## src/rtl/uart_tx_sched.sv

```systemverilog
// UART transmit controller: THR FIFO, baud/oversample timing and the serial frame FSM.
// Status (THRE/TEMT/level/overflow) is registered back to the UART register block.
module uart_tx_sched #(
  parameter int FIFO_DEPTH = 16,
  parameter int DLR_WIDTH  = 16
) (
  input  logic                        apb_clk_in,
  input  logic                        apb_rst_in,
  input  logic [7:0]                  thr_in,
  input  logic                        thr_wr_in,
  input  logic                        fifoen_in,
  input  logic                        txclr_in,
  input  logic [1:0]                  wls_in,
  input  logic                        stb_in,
  input  logic                        pen_in,
  input  logic                        eps_in,
  input  logic                        sp_in,
  input  logic                        bc_in,
  input  logic [DLR_WIDTH-1:0]        dlr_in,
  input  logic                        osm_in,
  input  logic                        utrst_in,
  output logic                        txd_out,
  output logic                        thre_out,
  output logic                        temt_out,
  output logic [$clog2(FIFO_DEPTH):0] tx_level_out,
  output logic                        thr_ovf_out
);

  localparam int AW = $clog2(FIFO_DEPTH);
  localparam int LW = AW + 1;
  localparam logic [LW-1:0]        DEPTH   = LW'(FIFO_DEPTH);
  localparam logic [DLR_WIDTH-1:0] DLR_ONE = DLR_WIDTH'(1);

  typedef enum logic [2:0] {IDLE, START, DATA, PARITY, STOP} state_e;

  logic [7:0]           mem_q [FIFO_DEPTH];
  logic [AW-1:0]        wr_q, rd_q;
  logic [LW-1:0]        level_q, level_d;
  logic                 fifoen_q, thre_q, temt_q, ovf_q, txd_q;
  state_e               state_q;
  logic [DLR_WIDTH-1:0] div_q;
  logic [3:0]           os_q;
  logic [2:0]           bit_q;
  logic [1:0]           wls_q;
  logic                 pen_q, stb_q, stop2_q, par_q;
  logic [7:0]           shift_q;

  logic [DLR_WIDTH-1:0] dlr_eff;
  logic [3:0]           os_last;
  logic [2:0]           last_bit;
  logic [7:0]           head, masked;
  logic                 div_end, os_end, bit_end, frame_done;
  logic                 clear, full, pop, push, par_calc, line_bit;

  always_comb begin
    dlr_eff    = (dlr_in == '0) ? DLR_ONE : dlr_in;
    div_end    = (div_q >= dlr_eff - DLR_ONE);
    os_last    = osm_in ? 4'd12 : 4'd15;
    os_end     = (os_q >= os_last);
    bit_end    = div_end && os_end;
    frame_done = (state_q == STOP) && bit_end && (!stb_q || stop2_q);
    // A mode change flushes the FIFO just like an explicit clear.
    clear      = txclr_in || (fifoen_in != fifoen_q);
    full       = fifoen_in ? (level_q >= DEPTH) : (level_q != '0);
    pop        = utrst_in && (level_q != '0) && ((state_q == IDLE) || frame_done);
    push       = thr_wr_in && !clear && !full;
    level_d    = clear ? '0 : level_q + LW'(push) - LW'(pop);
    head       = mem_q[rd_q];
    masked     = head & (8'hFF >> (2'd3 - wls_in));
    par_calc   = sp_in ? ~eps_in : (eps_in ? ^masked : ~^masked);
    last_bit   = {1'b0, wls_q} + 3'd4;
    line_bit   = 1'b1;
    case (state_q)
      START:   line_bit = 1'b0;
      DATA:    line_bit = shift_q[0];
      PARITY:  line_bit = par_q;
      default: line_bit = 1'b1;
    endcase
  end

  always_ff @(posedge apb_clk_in) begin
    if (!apb_rst_in && push) mem_q[wr_q] <= thr_in;
  end

  always_ff @(posedge apb_clk_in) begin
    if (apb_rst_in) begin
      wr_q     <= '0;
      rd_q     <= '0;
      level_q  <= '0;
      fifoen_q <= fifoen_in;
      thre_q   <= 1'b1;
      ovf_q    <= 1'b0;
    end else begin
      fifoen_q <= fifoen_in;
      level_q  <= level_d;
      thre_q   <= (level_d == '0);
      ovf_q    <= thr_wr_in && !clear && full;
      if (clear) begin
        wr_q <= '0;
        rd_q <= '0;
      end else begin
        if (push) wr_q <= wr_q + 1'b1;
        if (pop)  rd_q <= rd_q + 1'b1;
      end
    end
  end

  // Frame FSM; a pop always coincides with loading a fresh frame into START.
  always_ff @(posedge apb_clk_in) begin
    if (apb_rst_in) begin
      state_q <= IDLE;
      div_q   <= '0;
      os_q    <= '0;
      bit_q   <= '0;
      wls_q   <= '0;
      pen_q   <= 1'b0;
      stb_q   <= 1'b0;
      stop2_q <= 1'b0;
      par_q   <= 1'b0;
      shift_q <= '0;
      txd_q   <= 1'b1;
      temt_q  <= 1'b1;
    end else begin
      temt_q <= (level_d == '0) && (state_q == IDLE) && !pop;
      if (!utrst_in) begin
        state_q <= IDLE;
        div_q   <= '0;
        os_q    <= '0;
        bit_q   <= '0;
        stop2_q <= 1'b0;
        txd_q   <= ~bc_in;
      end else begin
        txd_q <= line_bit & ~bc_in;
        if (pop) begin
          state_q <= START;
          div_q   <= '0;
          os_q    <= '0;
          bit_q   <= '0;
          stop2_q <= 1'b0;
          shift_q <= head;
          wls_q   <= wls_in;
          pen_q   <= pen_in;
          stb_q   <= stb_in;
          par_q   <= par_calc;
        end else begin
          if (state_q != IDLE) begin
            if (div_end) begin
              div_q <= '0;
              os_q  <= os_end ? 4'd0 : os_q + 4'd1;
            end else begin
              div_q <= div_q + DLR_ONE;
            end
          end
          case (state_q)
            START:  if (bit_end) begin
                      state_q <= DATA;
                      bit_q   <= '0;
                    end
            DATA:   if (bit_end) begin
                      if (bit_q == last_bit) begin
                        state_q <= pen_q ? PARITY : STOP;
                      end else begin
                        shift_q <= shift_q >> 1;
                        bit_q   <= bit_q + 3'd1;
                      end
                    end
            PARITY: if (bit_end) state_q <= STOP;
            STOP:   if (bit_end) begin
                      if (stb_q && !stop2_q) stop2_q <= 1'b1;
                      else                   state_q <= IDLE;
                    end
            default: state_q <= IDLE;
          endcase
        end
      end
    end
  end

  assign txd_out      = txd_q;
  assign thre_out     = thre_q;
  assign temt_out     = temt_q;
  assign tx_level_out = level_q;
  assign thr_ovf_out  = ovf_q;

endmodule

```

## config.mk

```make
export PLATFORM = sky130hd
export DESIGN_NAME = uart_tx_sched
export DESIGN_NICKNAME = d
export VERILOG_FILES = /design/src/rtl/uart_tx_sched.sv
export SDC_FILE = /design/constraint.sdc
export NUM_CORES = 1
export LEC_CHECK = 0
export CAP_MARGIN = 20
export CORE_ASPECT_RATIO = 0.7
export CORE_UTILIZATION = 45
export DETAILED_ROUTE_END_ITERATION = 8
export PLACE_DENSITY = 0.66
export SYNTH_ARGS = -nofsm -noshare
export SYNTH_HDL_FRONTEND = slang
export SYNTH_SLANG_ARGS = --single-unit
```

## constraint.sdc

```tcl
create_clock -name apb_clk_in -period 7 [get_ports apb_clk_in]
set_clock_uncertainty 0.2 [all_clocks]
set_input_delay 0.7 -clock apb_clk_in [delete_from_list [all_inputs] [get_ports apb_clk_in]]
set_output_delay 0.7 -clock apb_clk_in [all_outputs]
set_load 0.01 [all_outputs]
```

==> out/metrics.cfg, run 1 <==
[power]
max-vdd-ir-drop_v = 0.000167
p_leak_nw = 3.23
p_per_area_nw_per_um2 = 227

[critical_path]
cp_max_fo = 5
crit_path_end = thre_out$_SDFF_PP1_
r2r_cells = 19
crit_path_cell_trace = clkdlybuf4s50_1, or3_1, nor4_1, nor2b_1, a31oi_1, ha_1, nand2_1, xor2_1, ha_1, and4_1, a221oi_1, o21ai_0, a221oi_1, o31ai_1, nand2_1, xnor2_1, ha_1, fa_1, a21oi_1, nor2_1, nor2_1, xnor2_1, a31o_2, or2_2
slowest_stage = clkdlybuf4s50_1
crit_start = dlr_in[3]
critPathMostFrequentCell = ha_1
crit_cells = 24
crit_arrival_ns = 6.36
cp_num_buf_inv = 1
crit_path_start_kind = primary input
critPathRequiredTime_ns = 7.12
reg2reg_to = thre_out$_SDFF_PP1_
r2r_slack_ns = 2.44
crit_type = primary input to flip-flop
slowest_delay_ns = 0.46
cp_top_family = simple AND/OR/NAND/NOR gates
endpoint_kind = flip-flop
r2r-start = div_q[0]$_SDFFE_PP0P_

[synth]
synth.top_cell.area_share = 0.448
synth_fp_nets = 720
ys_seq_elements = 190
async_flop_share = 0
yosysTopAreaCell = edfxtp_1
synth_cell_types = 55
yosysWarnings = 0
yosysSeqAreaShare = 0.592
syn_area_sq_um = 8590
synth-edff-count = 128
ys.flop_type = edfxtp_1
avgSynthCellArea_sq_um = 13.2
yosys-top-cells-area = edfxtp_1, dfxtp_1, mux4_2
postSynthCellCount = 649

[clock_network]
cts_buffers = 17
insertion_delay_ns = 0.44
clockBufferDepth = 2
cts_setup_buffers = 0
cts.repair.resized = 0
hold_buffers = 0
cts_tree = done
cts_root_buffer = clkbuf_16
clkSinkCount = 190
cts.clk_slew.worst_paths_ns = 0.07
cts_htree_levels = 4

[sta]
fmax_mhz = 160
hold_violations = 0
min_period_over_period = 0.891
grt_setup_unrepaired = no
fin_setup_tns_ns = 0
fin_crit_ns = 6.24
tightest_slew_ns = 1.16
setup_viol = 0
finalMaxSlewViolations = 0
relSlewSlack = 0.218

[finish]
synthToLayoutAreaGrowth_pct = 15.5
final_cell_area_sq_um = 9910
fin_cells = 950
nFillCells = 1526
layout-drive-gt1-share = 0.126
register_area_sq_um = 5090
multi_input_area_sq_um = 3310
diodes = 0
layout.nets = 772
fin_util = 0.540

[grt]
grt_pass1_vias = 5366
grt_max_degree = 33
grt_util_all_layers = 0.201
antenna_found_initial = 1
grt_pass1_wl_um = 29800
overflow = 0

[routing]
ant_nets = 0
viasPerCell = 5.79
via_count = 5503
wirelength_um = 18700
first_iter_violations = 402
drc_errors = 0
wl_per_cell_um = 19.7
first_pass_iters = 4

[die]
core_area_sq_um = 18400
die_y_um = 118
dieArea_sq_um = 19600
std_cell_rows = 41
die_x_um = 167
ios = 47
initial_core_util = 0.468

[placed_design]
post-place-cells = 918
place.gp.congestion = 0.787
placedInstanceArea_sq_um = 9320
dp_hpwl_um = 13300
port-buffer-count = 46

[job]
cap_violations = 0

[worst_hold_path]
hold_path.class = flip-flop to flip-flop

[run_status]
status = finished, final reports clean

routing by layer:
metal	global-route usage	vias to the layer above	part of all wire
li1	-	2564	-
met1	0.305	2764	0.49
met2	0.292	160	0.43
met3	0.0471	15	0.065
met4	0.0411	0	0.0094
met5	0	-	0
worst min path at each step:
stage / from / to / cells after the start
floorplan: stop2_q$_SDFFE_PP0P_ / stop2_q$_SDFFE_PP0P_ / 2
global placement: stop2_q$_SDFFE_PP0P_ / stop2_q$_SDFFE_PP0P_ / 2
detailed placement: bit_q[2]$_SDFFE_PP0P_ / bit_q[2]$_SDFFE_PP0P_ / 2
CTS: stop2_q$_SDFFE_PP0P_ / stop2_q$_SDFFE_PP0P_ / 2
global route: stop2_q$_SDFFE_PP0P_ / stop2_q$_SDFFE_PP0P_ / 2
finish: stop2_q$_SDFFE_PP0P_ / stop2_q$_SDFFE_PP0P_ / 2
stage by stage:
step,hold WS [ns],power [mW],setup WS [ns]
after detailed placement,0.269,1.33,0.401
after floorplan,0.239,1.27,0.915
after global placement,0.249,1.32,0.577
after global routing,0.298,2.32,0.574
final,0.277,2.25,0.761
after CTS,0.280,2.26,0.831
cell families after synthesis:
logic type	Yosys count	synth area share
AOI/OAI and AO/OA	88	0.0653
xor gates and xnor gates	45	0.0485
adders and majority gates	33	0.0490
buffers and inverters	43	0.0224
DFF	190	0.592
muxes	42	0.101
and+or+nand+nor	208	0.122
registers in the layout, indices dropped and copies added, names as in the netlist, named ones only:
register / cells
shift_q: 8
temt_out: 1
tx_level_out: 5
state_q: 3
wr_q: 4
thr_ovf_out: 1
pen_q: 1
stb_q: 1
bit_q: 3
txd_out: 1
stop2_q: 1
thre_out: 1
fifoen_q: 1
par_q: 1
os_q: 4
div_q: 16
wls_q: 2
mem_q: 128
rd_q: 4
synth_stat cells, types with 3 or more instances:
cell type	n
xnor2_1	23
nor3_1	22
inv_1	16
buf_2	3
and4_1	5
a211oi_1	8
nor4_1	3
xor2_1	19
a22oi_1	3
nand3_1	30
dfxtp_1	62
o21ai_0	18
or3_1	7
clkbuf_1	18
nor2b_1	11
or2_2	3
nor2_1	58
xnor2_2	3
a21oi_1	30
a21o_1	8
mux2i_1	7
edfxtp_1	128
buf_1	3
o31ai_1	3
ha_1	32
nand4_1	8
or4_1	5
nand2b_1	10
nand2_1	34
mux4_2	33
nand3b_1	4
tightest hold or removal path, cell delays in order, from the launching register on:
cell and delay [ns]:
dfxtp_1 0.33, inv_1 0.05, a21oi_1 0.05
layout by cell type (no fill, tap or decap), types with 22 or more instances in the layout:
cell             synthesis  routed
nor2_1                  58      58
nor3_1                  22      22
nand2_1                 34      34
dfxtp_1                 62      60
mux4_2                  33      33
xnor2_1                 23      23
clkdlybuf4s50_1          0      46
nand3_1                 30      30
ha_1                    32      32
edfxtp_1               128     128
a21oi_1                 30      30
where the power goes:
| group | internal [mW] | total (mW) | switching (mW) |
|---|---|---|---|
| clock | 0.481 | 0.947 | 0.466 |
| combinational | 0.0453 | 0.0986 | 0.0534 |
| sequential | 1.20 | 1.20 | 0.00270 |
| total | 1.73 | 2.25 | 0.522 |
final cells by class:
| class | count | area share |
|---|---|---|
| Tap cell | 236 | 0.0298 |
| Timing Repair Buffer | 60 | 0.0570 |
| Sequential cell | 190 | 0.513 |
| Clock inverter | 14 | 0.0169 |
| Clock buffer | 18 | 0.0433 |
| Multi-Input combinational cell | 416 | 0.334 |
| Inverter | 16 | 0.00606 |
No activity file was read; power rests on OpenSTA's default activity.
==> run 2: changes to the inputs <==
--- a/config.mk
+++ b/config.mk
@@ -9,7 +9,6 @@
 export CORE_ASPECT_RATIO = 0.7
 export CORE_UTILIZATION = 45
 export DETAILED_ROUTE_END_ITERATION = 8
-export PLACE_DENSITY = 0.66
 export SYNTH_ARGS = -nofsm -noshare
 export SYNTH_HDL_FRONTEND = slang
 export SYNTH_SLANG_ARGS = --single-unit
==> run 2 against run 1 <==
  * Combinational power shrank 1%
  * Power rose by 1.3%
  * Register-to-register slack improved by 0.04 ns
  * Utilization about the same
  * Critical path type unchanged
  * Largest cell class unchanged
==> out/metrics.cfg, run 2 (same netlist as run 1, synthesis figures left out) <==
[run_status]
status = finished, final reports clean

[routing]
wl_per_cell_um = 19.4  ; -1.2%
first_pass_iters = 5  ; +1
dr.max_layer_used = met4
wirelength_um = 18500  ; -1.2%
via_count = 5393  ; -2.0%
first_iter_violations = 409  ; +1.7%
wl_met3_um = 1140  ; -6.0%
ant_nets = 0  ; unchanged
met1_length_um = 9510  ; +3.4%
wl_met2_um = 7630  ; -5.8%
drc_errors = 0  ; unchanged
viasPerCell = 5.68  ; -2.0%

[die]
die_y_um = 118  ; unchanged
std_cell_rows = 41  ; unchanged
die_x_um = 167  ; unchanged
core_area_sq_um = 18400  ; unchanged
initial_core_util = 0.468  ; unchanged
ios = 47  ; unchanged
dieArea_sq_um = 19600  ; unchanged

[clock_network]
cts_tree = done
insertion_delay_ns = 0.44  ; about the same
cts_buffers = 17  ; unchanged
clkSinkCount = 190  ; unchanged
cts_htree_levels = 4  ; unchanged
hold_buffers = 0  ; unchanged
cts_root_buffer = clkbuf_16
clockBufferDepth = 2  ; unchanged
cts.repair.resized = 0  ; unchanged
cts_setup_buffers = 0  ; unchanged
cts.clk_slew.worst_paths_ns = 0.07  ; about the same

[grt]
grt_pass1_wl_um = 29300  ; -2.0%
grt_util_all_layers = 0.199  ; -0.00251
grt_max_degree = 33  ; unchanged
overflow = 0  ; unchanged
grt_pass1_vias = 5222  ; -2.7%
antenna_found_initial = 0  ; -1

[placed_design]
dp_hpwl_um = 13000  ; -2.5%
port-buffer-count = 46  ; unchanged
place.gp.congestion = 0.826  ; +5.0%

[finish]
top_register = mem_q
diodes = 0  ; unchanged
final_cell_mix = edfxtp_1, dfxtp_1, nor2_1
synthToLayoutAreaGrowth_pct = 15.5  ; about the same
largest_reg_flops = 128  ; unchanged
top_regs = mem_q: 128 flops, div_q: 16 flops, shift_q: 8 flops
layout_commonest_cell = edfxtp_1
layout-drive-gt1-share = 0.125  ; -0.00140
fin_util = 0.540  ; about the same
layout.nets = 772  ; unchanged

[job]
cap_violations = 0  ; unchanged

[sta]
grt_setup_unrepaired = no
fin_setup_tns_ns = 0  ; unchanged
fmax_mhz = 157  ; -1.8%
min_period_over_period = 0.908  ; +0.0163
tightest_slew_ns = 0.957  ; -0.208 ns
fin_crit_ns = 6.35  ; +0.114 ns
relSlewSlack = 0.360  ; +0.142
finalMaxSlewViolations = 0  ; unchanged
hold_violations = 0  ; unchanged
setup_viol = 0  ; unchanged

[power]
p_leak_nw = 3.23  ; about the same
p_per_area_nw_per_um2 = 230  ; +1.2%
max-vdd-ir-drop_v = 0.000157  ; -6.0%

[critical_path]
crit_start = dlr_in[10]
critPathRequiredTime_ns = 7.13  ; about the same
r2r-start = div_q[0]$_SDFFE_PP0P_
crit_type = primary input to flip-flop
cp_max_fo = 5  ; unchanged
crit_path_end = thre_out$_SDFF_PP1_
endpoint_kind = flip-flop
crit_path_start_kind = primary input
r2r_slack_ns = 2.48  ; +0.04 ns
r2r_cells = 19  ; unchanged
crit_arrival_ns = 6.48  ; +0.12 ns
reg2reg_to = thre_out$_SDFF_PP1_

[worst_hold_path]
hold_path.class = flip-flop to flip-flop

[run 2: cell count changes in the layout (fill, tap and decap cells not counted), sizes merged]
cell,delta
bufinv,+1
clkbuf,+1
clkinv,-1
inv,-1
[run 2: per-stage QoR]
stage | hold slack, ns | cells | instance area (sq um) | setup WS [ns] | total power, mW
after global routing | 0.290 | 950 | 9920 | 0.319 | 2.34
after CTS | 0.273 | 949 | 9920 | 0.738 | 2.29
after detailed placement | 0.264 | 917 | 9310 | 0.322 | 1.33
final | 0.274 | 950 | 9920 | 0.647 | 2.28
after floorplan | 0.239 | 649 | 8590 | 0.915 | 1.27
after global placement | 0.253 | 917 | 9310 | 0.601 | 1.32
[run 2: how the worst min path moves through the flow]
stage | startpoint | endpoint | slack, ns | depth (start not counted)
after global placement | stop2_q$_SDFFE_PP0P_ | stop2_q$_SDFFE_PP0P_ | 0.25 | 2
after global routing | stop2_q$_SDFFE_PP0P_ | stop2_q$_SDFFE_PP0P_ | 0.29 | 2
after CTS | stop2_q$_SDFFE_PP0P_ | stop2_q$_SDFFE_PP0P_ | 0.27 | 2
after detailed placement | stop2_q$_SDFFE_PP0P_ | stop2_q$_SDFFE_PP0P_ | 0.26 | 2
final | stop2_q$_SDFFE_PP0P_ | stop2_q$_SDFFE_PP0P_ | 0.27 | 2
after floorplan | stop2_q$_SDFFE_PP0P_ | stop2_q$_SDFFE_PP0P_ | 0.24 | 2
[run 2: layout make-up]
type                            instances  area [sq um]
Fill cell                            1508          8440
Clock buffer                           19           433
Sequential cell                       190          5090
Timing Repair Buffer                   60           563
Tap cell                              236           295
Clock inverter                         13           174
Multi-Input combinational cell        416          3310
Inverter                               16          60.1
[run 2: critical path, stage by stage]
cell,delay (ns)
clkdlybuf4s50_1,0.47
or4_1,0.61
nor4_1,0.45
a31oi_1,0.22
ha_1,0.31
nand2_1,0.11
xor2_1,0.19
ha_1,0.28
and4_1,0.17
a221oi_1,0.38
o21ai_0,0.14
a221oi_1,0.42
o31ai_1,0.19
nand2_1,0.17
xnor2_1,0.10
ha_1,0.22
fa_1,0.40
a21oi_1,0.16
nor2_1,0.05
nor2_1,0.11
xnor2_1,0.11
a31o_2,0.25
or2_2,0.26
[run 2: per-layer routing]
metal,global-route usage,up-vias
met5,0,-
met4,0.0579,0
met3,0.0367,16
li1,-,2563
met2,0.268,161
met1,0.319,2653
[run 2: power breakdown]
group	internal (mW)	switching [mW]	total (mW)
registers	1.20	0.00261	1.20
clock network	0.514	0.463	0.978
logic	0.0451	0.0523	0.0973
total	1.76	0.518	2.28
==> run 3: changes to the inputs <==
--- a/config.mk
+++ b/config.mk
@@ -12,3 +12,4 @@
 export SYNTH_ARGS = -nofsm -noshare
 export SYNTH_HDL_FRONTEND = slang
 export SYNTH_SLANG_ARGS = --single-unit
+export TNS_END_PERCENT = 30
==> results of run 3 <==
Same layout as run 2: the final DEF is identical, and so are final timing and power.
